`src/rtl/game_pkg.sv`:
```
// Shared game constants: action codes and the button bit mapping used by
// the action encoder and the player state blocks.
package game_pkg;

    localparam int ACTION_W = 6;

    typedef logic [ACTION_W-1:0] action_t;

    localparam int BTN_PUNCH      = 0;
    localparam int BTN_KICK       = 1;
    localparam int BTN_JUMP       = 2;
    localparam int BTN_WAIT       = 3;
    localparam int BTN_MOVE_LEFT  = 4;
    localparam int BTN_MOVE_RIGHT = 5;

    localparam action_t ACT_NONE       = 6'b000000;
    localparam action_t ACT_PUNCH      = 6'b000001;
    localparam action_t ACT_KICK       = 6'b000010;
    localparam action_t ACT_JUMP       = 6'b000100;
    localparam action_t ACT_WAIT       = 6'b001000;
    localparam action_t ACT_MOVE_LEFT  = 6'b010000;
    localparam action_t ACT_MOVE_RIGHT = 6'b100000;

    function automatic logic is_attack(input action_t act);
        return (act == ACT_PUNCH) || (act == ACT_KICK);
    endfunction

endpackage

```
`src/rtl/button_debouncer.sv`:
```
// Single-bit two-flop synchronizer followed by a stable-run debounce counter.
module button_debouncer #(
    parameter int DEBOUNCE_CYCLES = 4
) (
    input  logic clk,
    input  logic rst_n,
    input  logic btn_raw,
    output logic btn_db
);

    localparam int CW = (DEBOUNCE_CYCLES > 1) ? $clog2(DEBOUNCE_CYCLES) : 1;
    localparam logic [CW-1:0] CNT_LAST = CW'(DEBOUNCE_CYCLES - 1);

    logic          sync_meta_r;
    logic          sync_r;
    logic          db_r;
    logic [CW-1:0] cnt_r;
    logic [CW-1:0] cnt_nxt_s;
    logic          db_nxt_s;

    // Accept the synchronized level only after DEBOUNCE_CYCLES consecutive differing samples.
    always_comb begin
        cnt_nxt_s = '0;
        db_nxt_s  = db_r;
        if (sync_r != db_r) begin
            if (cnt_r == CNT_LAST) begin
                db_nxt_s  = sync_r;
                cnt_nxt_s = '0;
            end else begin
                cnt_nxt_s = cnt_r + CW'(1);
            end
        end else begin
            cnt_nxt_s = '0;
        end
    end

    // Synchronizer and debounce state registers.
    always_ff @(posedge clk or negedge rst_n) begin
        if (!rst_n) begin
            sync_meta_r <= 1'b0;
            sync_r      <= 1'b0;
            db_r        <= 1'b0;
            cnt_r       <= '0;
        end else begin
            sync_meta_r <= btn_raw;
            sync_r      <= sync_meta_r;
            db_r        <= db_nxt_s;
            cnt_r       <= cnt_nxt_s;
        end
    end

    assign btn_db = db_r;

endmodule

```
`src/rtl/player_action_encoder.sv`:
```
// Debounces six player buttons and issues one prioritized, cooldown-limited
// one-hot action per game tick.
module player_action_encoder
    import game_pkg::*;
#(
    parameter int DEBOUNCE_CYCLES = 4,
    parameter int TICK_CYCLES     = 8,
    parameter int ATTACK_COOLDOWN = 2
) (
    input  logic       clk,
    input  logic       rst_n,
    input  logic [5:0] btn,
    input  logic       enable,
    output logic [5:0] action_out,
    output logic       tick
);

    localparam int TW  = $clog2(TICK_CYCLES);
    localparam int CDW = (ATTACK_COOLDOWN > 0) ? $clog2(ATTACK_COOLDOWN + 1) : 1;
    localparam logic [TW-1:0]  TICK_LAST = TW'(TICK_CYCLES - 1);
    localparam logic [CDW-1:0] CD_LOAD   = CDW'(ATTACK_COOLDOWN);

    logic [5:0]     db_s;
    logic [TW-1:0]  phase_r;
    logic [TW-1:0]  phase_nxt_s;
    logic [CDW-1:0] cd_r;
    logic [CDW-1:0] cd_nxt_s;
    action_t        act_r;
    action_t        act_nxt_s;
    action_t        arb_s;
    logic           tick_r;
    logic           tick_nxt_s;
    logic           attack_ok_s;
    logic           left_only_s;
    logic           right_only_s;

    for (genvar i = 0; i < 6; i++) begin : g_btn
        button_debouncer #(
            .DEBOUNCE_CYCLES(DEBOUNCE_CYCLES)
        ) u_deb (
            .clk    (clk),
            .rst_n  (rst_n),
            .btn_raw(btn[i]),
            .btn_db (db_s[i])
        );
    end

    assign attack_ok_s  = (cd_r == '0);
    assign left_only_s  = db_s[BTN_MOVE_LEFT]  && !db_s[BTN_MOVE_RIGHT];
    assign right_only_s = db_s[BTN_MOVE_RIGHT] && !db_s[BTN_MOVE_LEFT];

    // Fixed-priority arbiter; opposing moves cancel, attacks masked during cooldown.
    always_comb begin
        arb_s = ACT_NONE;
        if (db_s[BTN_JUMP]) begin
            arb_s = ACT_JUMP;
        end else if (db_s[BTN_PUNCH] && attack_ok_s) begin
            arb_s = ACT_PUNCH;
        end else if (db_s[BTN_KICK] && attack_ok_s) begin
            arb_s = ACT_KICK;
        end else if (left_only_s) begin
            arb_s = ACT_MOVE_LEFT;
        end else if (right_only_s) begin
            arb_s = ACT_MOVE_RIGHT;
        end else if (db_s[BTN_WAIT]) begin
            arb_s = ACT_WAIT;
        end else begin
            arb_s = ACT_NONE;
        end
    end

    // Tick phase, cooldown and output next-state; capture uses pre-edge debounced levels.
    always_comb begin
        phase_nxt_s = phase_r;
        cd_nxt_s    = cd_r;
        act_nxt_s   = act_r;
        tick_nxt_s  = 1'b0;
        if (!enable) begin
            phase_nxt_s = '0;
            cd_nxt_s    = '0;
            act_nxt_s   = ACT_NONE;
        end else if (phase_r == TICK_LAST) begin
            phase_nxt_s = '0;
            tick_nxt_s  = 1'b1;
            act_nxt_s   = arb_s;
            if (is_attack(arb_s)) begin
                cd_nxt_s = CD_LOAD;
            end else if (cd_r != '0) begin
                cd_nxt_s = cd_r - CDW'(1);
            end else begin
                cd_nxt_s = '0;
            end
        end else begin
            phase_nxt_s = phase_r + TW'(1);
        end
    end

    // Tick counter, cooldown counter and output registers.
    always_ff @(posedge clk or negedge rst_n) begin
        if (!rst_n) begin
            phase_r <= '0;
            cd_r    <= '0;
            act_r   <= ACT_NONE;
            tick_r  <= 1'b0;
        end else begin
            phase_r <= phase_nxt_s;
            cd_r    <= cd_nxt_s;
            act_r   <= act_nxt_s;
            tick_r  <= tick_nxt_s;
        end
    end

    assign action_out = act_r;
    assign tick       = tick_r;

endmodule

```
`config.mk`:
```
export PLATFORM = sky130hd
export DESIGN_NAME = player_action_encoder
export DESIGN_NICKNAME = d
export VERILOG_FILES = /design/src/rtl/game_pkg.sv /design/src/rtl/button_debouncer.sv /design/src/rtl/player_action_encoder.sv
export SDC_FILE = /design/constraint.sdc
export NUM_CORES = 1
export LEC_CHECK = 0
export CAP_MARGIN = 25
export CORE_UTILIZATION = 49
export DETAILED_ROUTE_END_ITERATION = 7
export PLACE_DENSITY = 0.73
export SLEW_MARGIN = 5
export SYNTH_ARGS = -nofsm -noshare
export SYNTH_HDL_FRONTEND = slang
export SYNTH_SLANG_ARGS = --single-unit
```
`constraint.sdc`:
```
create_clock -name clk -period 1.55 [get_ports clk]
set_clock_uncertainty 0.15 [all_clocks]
set_input_delay 0.31 -clock clk [delete_from_list [all_inputs] [get_ports clk]]
set_output_delay 0.31 -clock clk [all_outputs]
set_load 0.02 [all_outputs]
```
Word-level counts from Yosys, hierarchy flattened --
Cells that the tools add are included.
Operators by class: add/subtract/negate cells 8, $mul 0, divide/modulo/power cells 0, $lt $le $gt $ge 0, equal/unequal tests 16, shift-type cells 0, mux-type cells 28, bitwise operators 0, reduce and logical (&&, ||, !) cells 15
Operators by type and width (count):
- $mux 6 | 7
- $mux 2 | 16
- $add 2x1->2 const B | 6
- $eq 2x2->1 const B | 6
- $reduce_and 2->1 | 6
- $eq 6x1->1 const B | 1
- $eq 6x2->1 const B | 1
- $mux 3 | 2
- $ne 1x1->1 | 6
- $logic_and 1x1->1 | 4
- $mux 4 | 1
- $add 3x1->3 const B | 1
- $eq 3x3->1 const B | 1
- $logic_not 1->1 | 2
- $logic_not 2->1 | 1
- $mux 1 | 2
- $ne 2x1->1 const B | 1
- $reduce_bool 2->1 | 1
- $sub 2x1->2 const B | 1
- $logic_or 1x1->1 | 1
Storage, ports and cells: register bits 42, bits in latches 0, bits in writable memories 0, ROM bits 0, input bits 9, output and inout port bits 7, word-level logic and storage cells 95, memories 0

Depth between registers and ports, before layout --
Gate-level depths: netlist (run 1).
word-level depth 12, mapped depth 6, mapped depth without buffers 5

Modules after synthesis --
A second synthesis (run 1) with hierarchy kept.
Second synthesis, totals: cells, all modules 103, area, all modules 1560.2 um2
By module, submodules not included:
- button_debouncer | instances 6, cells an instance 10, area an instance 173.9 um2, sequential area each 125.1 um2
- player_action_encoder | instances 1, cells an instance 43, area an instance 516.7 um2, sequential area each 300.3 um2

Worst setup path after synthesis (run 1) --
No wires, ideal clock.
path kind register to register, from register phase_r[0], to register cd_r[1], setup time 0.078 ns, arrival time 1.350 ns, required time 1.322 ns, slack -0.028 ns, stages on the path, launching flop included 7, buffers on the path 1, clock period less this slack 1.578 ns, path through dfrtp_1 ha_1 ha_1 buf_4 nand2b_1 or4_1 a21boi_1
On the way: cells in the longest elaborated chain, start to end 2
Ends and longest elaborated chain:
- start, declared | RTL line player_action_encoder.sv:24 | logic [TW-1:0] phase_r;
- start signal, assigned | RTL line player_action_encoder.sv:106 | phase_r <= phase_nxt_s;
- $eq 3x3->1 | RTL line player_action_encoder.sv:82 | end else if (phase_r == TICK_LAST) begin
- $ne 2x1->1 (no line)
- end signal, assigned | RTL line player_action_encoder.sv:107 | cd_r <= cd_nxt_s;
- end, declared | RTL line player_action_encoder.sv:26 | logic [CDW-1:0] cd_r;
Every way passes these cells. A chain may end at the register's enable or synchronous reset.

Worst setup path after layout (run 1) --
Same ends and word-level chain as after synthesis.

==> qor.yml, run 1 <==
setup_path:
  rr_startpoint: "phase_r[0]"
  end_kind: "flip-flop"
  path_buf_inv: 0
  reg2reg_depth: 5
  path_cells: "ha_4, ha_4, nand2b_4, or4_1, a21boi_1"
  r2r_slack_ps: -1
  crit_arrival_ps: 1680
  crit_path_top_delay_cell: "dfrtp_1"
  path_depth: 5
  cp_common_cell: "ha_4"
  worstSetupPathType: "flip-flop to flip-flop"
  max_stage_delay_ps: 420
  worstSetupEndpoint: "cd_r[1]"
  startpoint: "phase_r[0]"
  crit_required_ps: 1680
  startpoint_type: "flip-flop"
  r2r-end: "cd_r[1]"
  cp_max_fo: 4
  crit_family: "simple AND/OR/NAND/NOR gates"
timing:
  hold_viol: 0
  finalWorstSetupSlack_ps: -1.462
  fin_crit_ps: 1551
  rsz0062_at_grt: "yes"
  finalSetupViolCount: 1
  slew_violations: 0
  finalCritPeriodShare_pct: 100.1
  slew_headroom_pct: 78.80
  fin_hold_ws_ps: 195.9
  tightest_slew_ps: 314.1
  fmax_mhz: 644.6
finish:
  fin_util_pct: 62.25
  layout-drive-gt1-share_pct: 16.79
  synthToLayoutAreaGrowth_pct: 20.36
  fin_nets: 154
  final_cell_mix: "dfrtp_1, and2_1, nor2b_1, clkdlybuf4s50_1"
  stdcell_count: 181
  layout_commonest_cell: "dfrtp_1"
  design_area_um2: 1901
  fill_cells: 264
  n_antenna_cell: 0
logic_synthesis:
  yosysSeqAreaShare_pct: 66.56
  synth_cell_types: 27
  synth-xor-area-share_pct: 3.328
  synth_fp_nets: 128
  yosys.area_share.adder_pct: 6.339
  avgSynthCellArea_um2: 14.23
  syn_area_um2: 1579
  synth_compound_area_share_pct: 4.358
  synth_cells: 111
  yosysWarnings: 0
  synth_seq_cells: 42
  synth_mux_area_share_pct: 5.547
  synth_top_family_by_area: "simple AND/OR/NAND/NOR gates"
  yosys.area_share.simple_pct: 12.92
power_and_ir_drop:
  powerDensity_nw_per_um2: 1316
  power_frac_seq_pct: 59.7
  switching_share_pct: 27.98
  p_sw_uw: 700.0
  p_int_mw: 1.802
  clockPowerShare_pct: 19.4
  combPwrFrac_pct: 20.9
  vdd_drop_max_mv: 0.8054
  p_leak_nw: 0.8606
floorplanning:
  row_count: 20
  die_height_um: 58.77
  die-area_um2: 3453
  core_um2: 3053
  die_w_um: 58.77
  initial_utilization_pct: 51.72
  io_pins: 16
route:
  vias: 923
  vias_per_cell: 5.099
  wirelength_mm: 2.580
  drc: 0
  ant_nets: 0
  wl_per_cell_um: 14.25
  first_iter_violations: 15
  first_pass_iters: 4
placement:
  io_buffers: 15
  gp_congestion: 0.7410
  placed_cell_area_um2: 1810
  pre_cts_ws_ps: -76.54
  dpl.cell_count: 172
  post-dp-hpwl_mm: 1.777
job:
  drv_cap: 0
clock_network:
  cts_buffers: 5
  clk_latency_ps: 350
  htreeDepth: 2
  clockBufferDepth: 2
  clock-sinks: 42
  clock-root-buffer: "clkbuf_4"
  cts_tree: "yes"
  cts.reportedPaths.clkPinSlew_ps: 110
global_route:
  grt_usage_pct: 18.02
  grt_overflow_total: 0
  grt_pass1_wl_mm: 4.402
  antenna_found_initial: 0
  grt_max_degree: 33
  grt_pass1_vias: 1014
run_status:
  run_status: "finished, violations left"
  violations: "setup timing"
hold_path:
  worst_hold_path_type: "primary input to asynchronous set/reset pin"
==> worst reg2reg max path, delay by kind of cell, from the launching register on <==
family	cells	cell delay, ps
flip-flops	1	420
AND/OR/NAND/NOR	2	460
AO/OA/AOI/OAI	1	130
adder cells (fa/ha/maj)	2	330
==> cells in the mapped netlist (all sizes together) <==
master | count | share of area [%]
and2 | 7 | 2.8
nand4b | 1 | 0.55
or4 | 1 | 0.48
xor2 | 3 | 1.7
dfrtp | 42 | 67
nand3 | 1 | 0.32
mux2i | 2 | 1.3
or3 | 1 | 0.40
o311ai | 2 | 1.1
nor2b | 7 | 2.8
xnor2 | 3 | 1.7
nand2b | 1 | 0.40
a32oi | 1 | 0.55
o31ai | 1 | 0.48
nand2 | 6 | 1.4
nor2 | 2 | 0.48
o21ai | 1 | 0.32
nor3b | 4 | 1.9
inv | 1 | 0.24
mux2 | 6 | 4.3
and2b | 1 | 0.48
buf | 1 | 0.48
a21boi | 4 | 1.9
ha | 8 | 6.3
nor3 | 3 | 0.95
clkbuf | 1 | 0.24
==> logic make-up (layout without fill, tap and decap cells) <==
| group | Yosys count | in the layout |
|---|---|---|
| AO/OA/AOI/OAI | 9 | 9 |
| multiplexers | 8 | 8 |
| XOR/XNOR | 6 | 6 |
| AND/OR/NAND/NOR | 35 | 35 |
| adder cells (fa/ha/maj) | 8 | 8 |
| buffers and inverters | 3 | 29 |
| flip-flops | 42 | 42 |
==> registers in the layout (all words and copies together), names as in the netlist <==
| signal | cells |
|---|---|
| action_out | 6 |
| cd_r | 2 |
| g_btn.u_deb.btn_db | 6 |
| g_btn.u_deb.cnt_r | 12 |
| g_btn.u_deb.sync_meta_r | 6 |
| g_btn.u_deb.sync_r | 6 |
| phase_r | 3 |
| tick | 1 |
==> per-layer routing <==
metal  GRT usage (%)  part of all wire (%)  vias up
met3           4.835                   3.9        6
met2           31.66                    53       17
li1                -                     -      430
met1           18.67                    41      470
met5               0                     0        -
met4           12.24                   1.9        0
==> layout make-up <==
class / count / area, um2 / area share [%]
clock buffers: 7 / 45.04 / 2.370
inverters: 1 / 3.754 / 0.1975
multi-input cells: 66 / 546.8 / 28.77
flip-flops and latches: 42 / 1051 / 55.30
well taps: 44 / 55.05 / 2.897
repair buffers: 21 / 198.9 / 10.47
==> power groups by stage <==
stage	clock [mW]	combinational, mW	sequential (mW)
3_5_place_dp	0	0.518	1.52
4_1_cts	0.506	0.529	1.49
6_report	0.486	0.522	1.49
5_1_grt	0.538	0.606	1.52
3_3_place_gp	0	0.477	1.49
2_1_floorplan	0	0.385	1.47
==> stage by stage <==
stage	total power [mW]	TNS, ps
2_1_floorplan	1.851	-26.31
3_3_place_gp	1.972	-1.500
3_5_place_dp	2.037	-220.8
4_1_cts	2.530	-63.51
5_1_grt	2.665	-102.3
6_report	2.502	-1.462
==> worst min-delay path by stage <==
stage	endpoint	slack (ps)	depth (start not counted)
final	cd_r[1]	200	2
after global routing	g_btn[0].u_deb.cnt_r[1]	220	2
after CTS	g_btn[0].u_deb.sync_r	190	2
after detailed placement	g_btn[0].u_deb.sync_r	40	1
after global placement	g_btn[0].u_deb.sync_r	50	1
after floorplan	action_out[0]	-140	0
==> what timing repair did <==
action                     in CTS  in global routing
setup buffers                   0                  1
hold endpoints to repair       42                  0
cloned                          0                  0
setup endpoints to repair      12                  7
pin swaps                       2                  4
resized for setup              14                 11
hold buffers                    1                  0
No activity file was read; power rests on OpenSTA's default activity.
==> inputs of run 2 (changes only) <==
Settings changed: SKIP_CTS_REPAIR_TIMING set to 1, SLEW_MARGIN 5 to 20.
==> run 2 against run 1 <==
Net effect: largest power group unchanged; worst setup slack got worse by 21 ps; first-iteration DRC count increased by 110%; the flow still finishes with violations (setup timing); critical path type unchanged; critical endpoint unchanged; clock-buffer cell count unchanged; final cell count increased by 0.55%; via count increased by 0.22%.
==> qor.yml, run 2 (synthesis results as in run 1) <==
floorplanning:
  core_um2: 3053
  die_height_um: 58.77
  io_pins: 16
  row_count: 20
  die_w_um: 58.77
  die-area_um2: 3453
  initial_utilization_pct: 51.72
route:
  drc: 0
  vias: 925
  wirelength_mm: 2.650
  first_pass_iters: 4
  ant_nets: 0
  wl_per_cell_um: 14.56
  vias_per_cell: 5.082
  first_iter_violations: 31
timing:
  rsz0062_at_grt: "yes"
  finalSetupViolCount: 1
  hold_viol: 0
  slew_violations: 0
  finalWorstSetupSlack_ps: -22.89
  fmax_mhz: 635.8
  fin_crit_ps: 1573
  slew_headroom_pct: 76.73
  tightest_slew_ps: 344.7
  finalCritPeriodShare_pct: 101.5
finish:
  registers.top_by_ff_count: "g_btn.u_deb.cnt_r"
  fin_nets: 155
  fill_cells: 260
  n_antenna_cell: 0
  synthToLayoutAreaGrowth_pct: 22.35
  layout_commonest_cell: "dfrtp_1"
  layout-drive-gt1-share_pct: 16.67
  largest_register_ffs: 12
  final_cell_mix: "dfrtp_1, and2_1, nor2b_1, clkdlybuf4s50_1, dlymetal6s2s_1"
power_and_ir_drop:
  p_leak_nw: 0.9799
  powerDensity_nw_per_um2: 1297
  vdd_drop_max_mv: 0.8072
  power_mw: 2.505
setup_path:
  r2r_slack_ps: -20
  cp_max_fo: 4
  end_kind: "flip-flop"
  worstSetupPathType: "flip-flop to flip-flop"
  r2r-end: "cd_r[1]"
  rr_startpoint: "phase_r[0]"
  crit_arrival_ps: 1710
  reg2reg_depth: 5
  startpoint_type: "flip-flop"
  crit_required_ps: 1680
clock_network:
  clk_latency_ps: 350
  clock-sinks: 42
  clockBufferDepth: 2
  cts_buffers: 5
  cts.reportedPaths.clkPinSlew_ps: 110
  clock-root-buffer: "clkbuf_4"
  htreeDepth: 2
  cts_tree: "yes"
global_route:
  antenna_found_initial: 0
  grt_max_degree: 33
  grt_pass1_vias: 1015
  grt_usage_pct: 17.55
  grt_overflow_total: 0
  grt_pass1_wl_mm: 4.298
placement:
  post-dp-hpwl_mm: 1.777
  gp_congestion: 0.7410
  io_buffers: 15
  pre_cts_ws_ps: -76.54
run_status:
  run_status: "finished, violations left"
  violations: "setup timing"
job:
  drv_cap: 0
hold_path:
  worst_hold_path_type: "primary input to asynchronous set/reset pin"
## run 2: changes by cell type in the layout (fill, tap and decap cells not counted)
cell | before | now
dlymetal6s2s_1 | 0 | 7
clkdlybuf4s15_1 | 5 | 0
a21boi_0 | 0 | 1
a21boi_1 | 4 | 3
buf_4 | 4 | 5
clkbuf_2 | 1 | 0
dlygate4sd2_1 | 1 | 0
o311ai_0 | 1 | 2
o311ai_1 | 1 | 0
## run 2: critical path, stage by stage (launching register included)
cell,delay (ps)
dfrtp_1,410
ha_4,160
ha_4,170
nand2b_4,60
or4_1,400
a21boi_1,150
## run 2: cell type report
type | instances | area (um2) | share of cell area, %
inverters | 1 | 3.754 | 0.1943
well taps | 44 | 55.05 | 2.850
repair buffers | 22 | 230.2 | 11.92
clock buffers | 7 | 45.04 | 2.332
flip-flops and latches | 42 | 1051 | 54.40
multi-input cells | 66 | 546.8 | 28.30
## run 2: report_power, final
part,internal (mW),switching [mW]
Sequential,1.32,0.171
Clock,0.171,0.315
Combinational,0.307,0.216
## run 2: per-layer routing
metal / track usage, % / part of all wire (%) / vias up
met3: 4.835 / 3.7 / 6
met1: 17.93 / 41 / 471
met5: 0 / 0 / -
met2: 30.84 / 53 / 16
li1: - / - / 432
met4: 12.24 / 1.8 / 0
## run 2: how the worst max path moves through the flow
stage / start / cells past startpoint / slack [ps] / end
2_1_floorplan: phase_r[0] / 6 / -30 / cd_r[1]
3_3_place_gp: phase_r[0] / 5 / -1 / cd_r[1]
3_5_place_dp: phase_r[0] / 6 / -80 / action_out[1]
4_1_cts: action_out[3] / 1 / -280 / action_out[3]
5_1_grt: phase_r[0] / 5 / -70 / cd_r[1]
6_report: phase_r[0] / 5 / -20 / cd_r[1]
## run 2: stage by stage
| stage | setup TNS (ps) | util (%) | std cells | instance area (um2) | hold slack [ps] |
|---|---|---|---|---|---|
| 2_1_floorplan | -26.31 | - | 111 | 1583 | -135.6 |
| 3_3_place_gp | -1.500 | 59.30 | 172 | 1810 | 45.68 |
| 3_5_place_dp | -220.8 | 59.30 | 172 | 1810 | 43.72 |
| 4_1_cts | -2062 | 60.78 | 179 | 1856 | -344.6 |
| 5_1_grt | -165.4 | 63.28 | 182 | 1932 | 222.9 |
| 6_report | -22.89 | 63.28 | 182 | 1932 | 195.7 |
==> inputs of run 3 (changes only) <==
Settings changed: CAP_MARGIN 25 to 20.
==> results of run 3 <==
No change in the layout: final DEF, timing and power equal those of run 2.
==> variant (flow settings as in run 3) <==
Remove the register `tick_r`: a continuous assignment takes its place, so the output `tick` follows one clock earlier.
--- a/src/rtl/player_action_encoder.sv
+++ b/src/rtl/player_action_encoder.sv
@@ -102,12 +102,12 @@
             cd_r    <= '0;
             act_r   <= ACT_NONE;
-            tick_r  <= 1'b0;
         end else begin
             phase_r <= phase_nxt_s;
             cd_r    <= cd_nxt_s;
             act_r   <= act_nxt_s;
-            tick_r  <= tick_nxt_s;
         end
     end
+
+    assign tick_r = tick_nxt_s;
 
     assign action_out = act_r;
Formal check against the unedited RTL: not equivalent (Yosys sat finds a counterexample within 10 cycles, from zero or initial values and one cycle with rst_n low).
==> variant against run 3 <==
Final area up 0.91%. Fmax down 13%. Synthesized area down 1.6%. Total power up 7.8%. Routed wire length down 16%. Sequential cell count down 1. Worst setup slack worse by 0.24 ns. The flow still finishes with violations (negative setup slack). First-iteration DRC count down 42%. Highest routed layer unchanged. Non-clock buffer count down 2. Critical path type is now flop to primary output.
==> variant: results (changes against run 3) <==
[power]
ir_drop_uv = 850  ; was 807 uV
p_leak_nw = 0.956  ; was 0.980 nW

[finish]
clkbuf_count = 7  ; unchanged
nFillCells = 241  ; was 260
drive_above_1_share_pct = 19.9  ; was 16.7%
areaGrowthSynthToFinish_pct = 25.4  ; was 22.3%
multi_input_comb_cells = 66  ; unchanged
diodes = 0  ; unchanged
multi_input_area_share_pct = 29.0  ; was 28.3%
bufAreaShareNonClock_pct = 11.0  ; was 11.9%
clkCellAreaFrac_pct = 4.36  ; was 2.33%
seq_area_share_pct = 52.6  ; was 54.4%
layout.nets = 152  ; was 155
buffers_excl_clock = 20  ; was 22

[drt]
wl_per_cell_microns = 12.3  ; was 14.6 microns
met1_length_microns = 1010  ; was 1100 microns
vias = 890  ; was 925
firstDrtPassIters = 4  ; unchanged
wl_met2_microns = 1060  ; was 1410 microns
route.met3.wl_microns = 102  ; was 99 microns

[setup_path]
crit_family = flip-flops  ; was simple AND/OR/NAND/NOR gates
cp.arrival_ns = 1.35  ; was 1.71 ns
crit_path_max_fanout = 2  ; was 4

[grt]
met3_usage_pct = 5.05  ; was 4.84%
grt_max_degree = 25  ; was 33
grtUsageMet1_pct = 18.5  ; was 17.9%
track_usage_pct = 15.8  ; was 17.5%
grt_use_met2_pct = 24.0  ; was 30.8%
grt_pass1_vias = 879  ; was 1015
grt_first_pass_wirelength_microns = 3780  ; was 4300 microns

[logic_synthesis]
syn-num-nets = 127  ; was 128
ys_top_cells_by_count = 41 x dfrtp_1, 8 x ha_1, 7 x and2_1, 7 x nor2b_1  ; was 42 x dfrtp_1, 8 x ha_1, 7 x and2_1, 7 x nor2b_1
synth-compound-area-share_pct = 4.43  ; was 4.36%
synth_xor_area_share_pct = 3.38  ; was 3.33%
ys_top_cells_by_area = dfrtp_1 66%, ha_1 6.4%, mux2_2 4.3%  ; was dfrtp_1 67%, ha_1 6.3%, mux2_2 4.3%
syn-instance-count = 110  ; was 111
seq_area_frac_synth_pct = 66.0  ; was 66.6%
synth_adder_area_share_pct = 6.44  ; was 6.34%
synthMuxAreaShare_pct = 5.64  ; was 5.55%

[placed_design]
place.gp.congestion = 0.721  ; was 0.741
dp_cells = 171  ; was 172
pre_cts_ws_ns = -0.416  ; was -0.0765 ns
place_hpwl_microns = 1590  ; was 1780 microns

[outcome]
status = finished with violations  ; unchanged
failed_checks = negative setup slack  ; unchanged

[timing]
tns_ns = -0.596  ; was -0.0229 ns
setup_viol_count_final = 6  ; was 1
setup_ws_ns = -0.261  ; was -0.0229 ns
max-slew-margin-rel_pct = 70.9  ; was 76.7%

[worst_hold_path]
hold_class = flop to flop  ; was input pin to async pin

[clocking]
clk_latency_ns = 0.34

variant: changes by cell type in the layout (fill, tap and decap cells not counted), sizes merged:
| cell | run 3 | this run |
|---|---|---|
| bufinv | 0 | 1 |
| buf | 7 | 6 |
| dlymetal6s2s | 7 | 6 |
| dfrtp | 42 | 41 |
variant: worst paths after layout:
path / start / to / slack [ns] / cells past startpoint
worst min-delay path: g_btn[0].u_deb.sync_meta_r / g_btn[0].u_deb.sync_r / 0.21 / 0
min in group asynchronous: rst_n / g_btn[5].u_deb.btn_db / 0.26 / 2
worst min register to register: g_btn[0].u_deb.sync_meta_r / g_btn[0].u_deb.sync_r / 0.21 / 0
worst max-delay path: phase_r[0] / tick / -0.26 / 4
worst max register to register: phase_r[0] / cd_r[1] / -0.18 / 6
max in group asynchronous: rst_n / g_btn[3].u_deb.sync_meta_r / 0.53 / 3
variant: power breakdown:
part           switching, mW  total [mW]  internal [mW]
Combinational          0.228       0.529          0.301
Sequential             0.169        1.47           1.30
Clock                  0.319       0.705          0.385
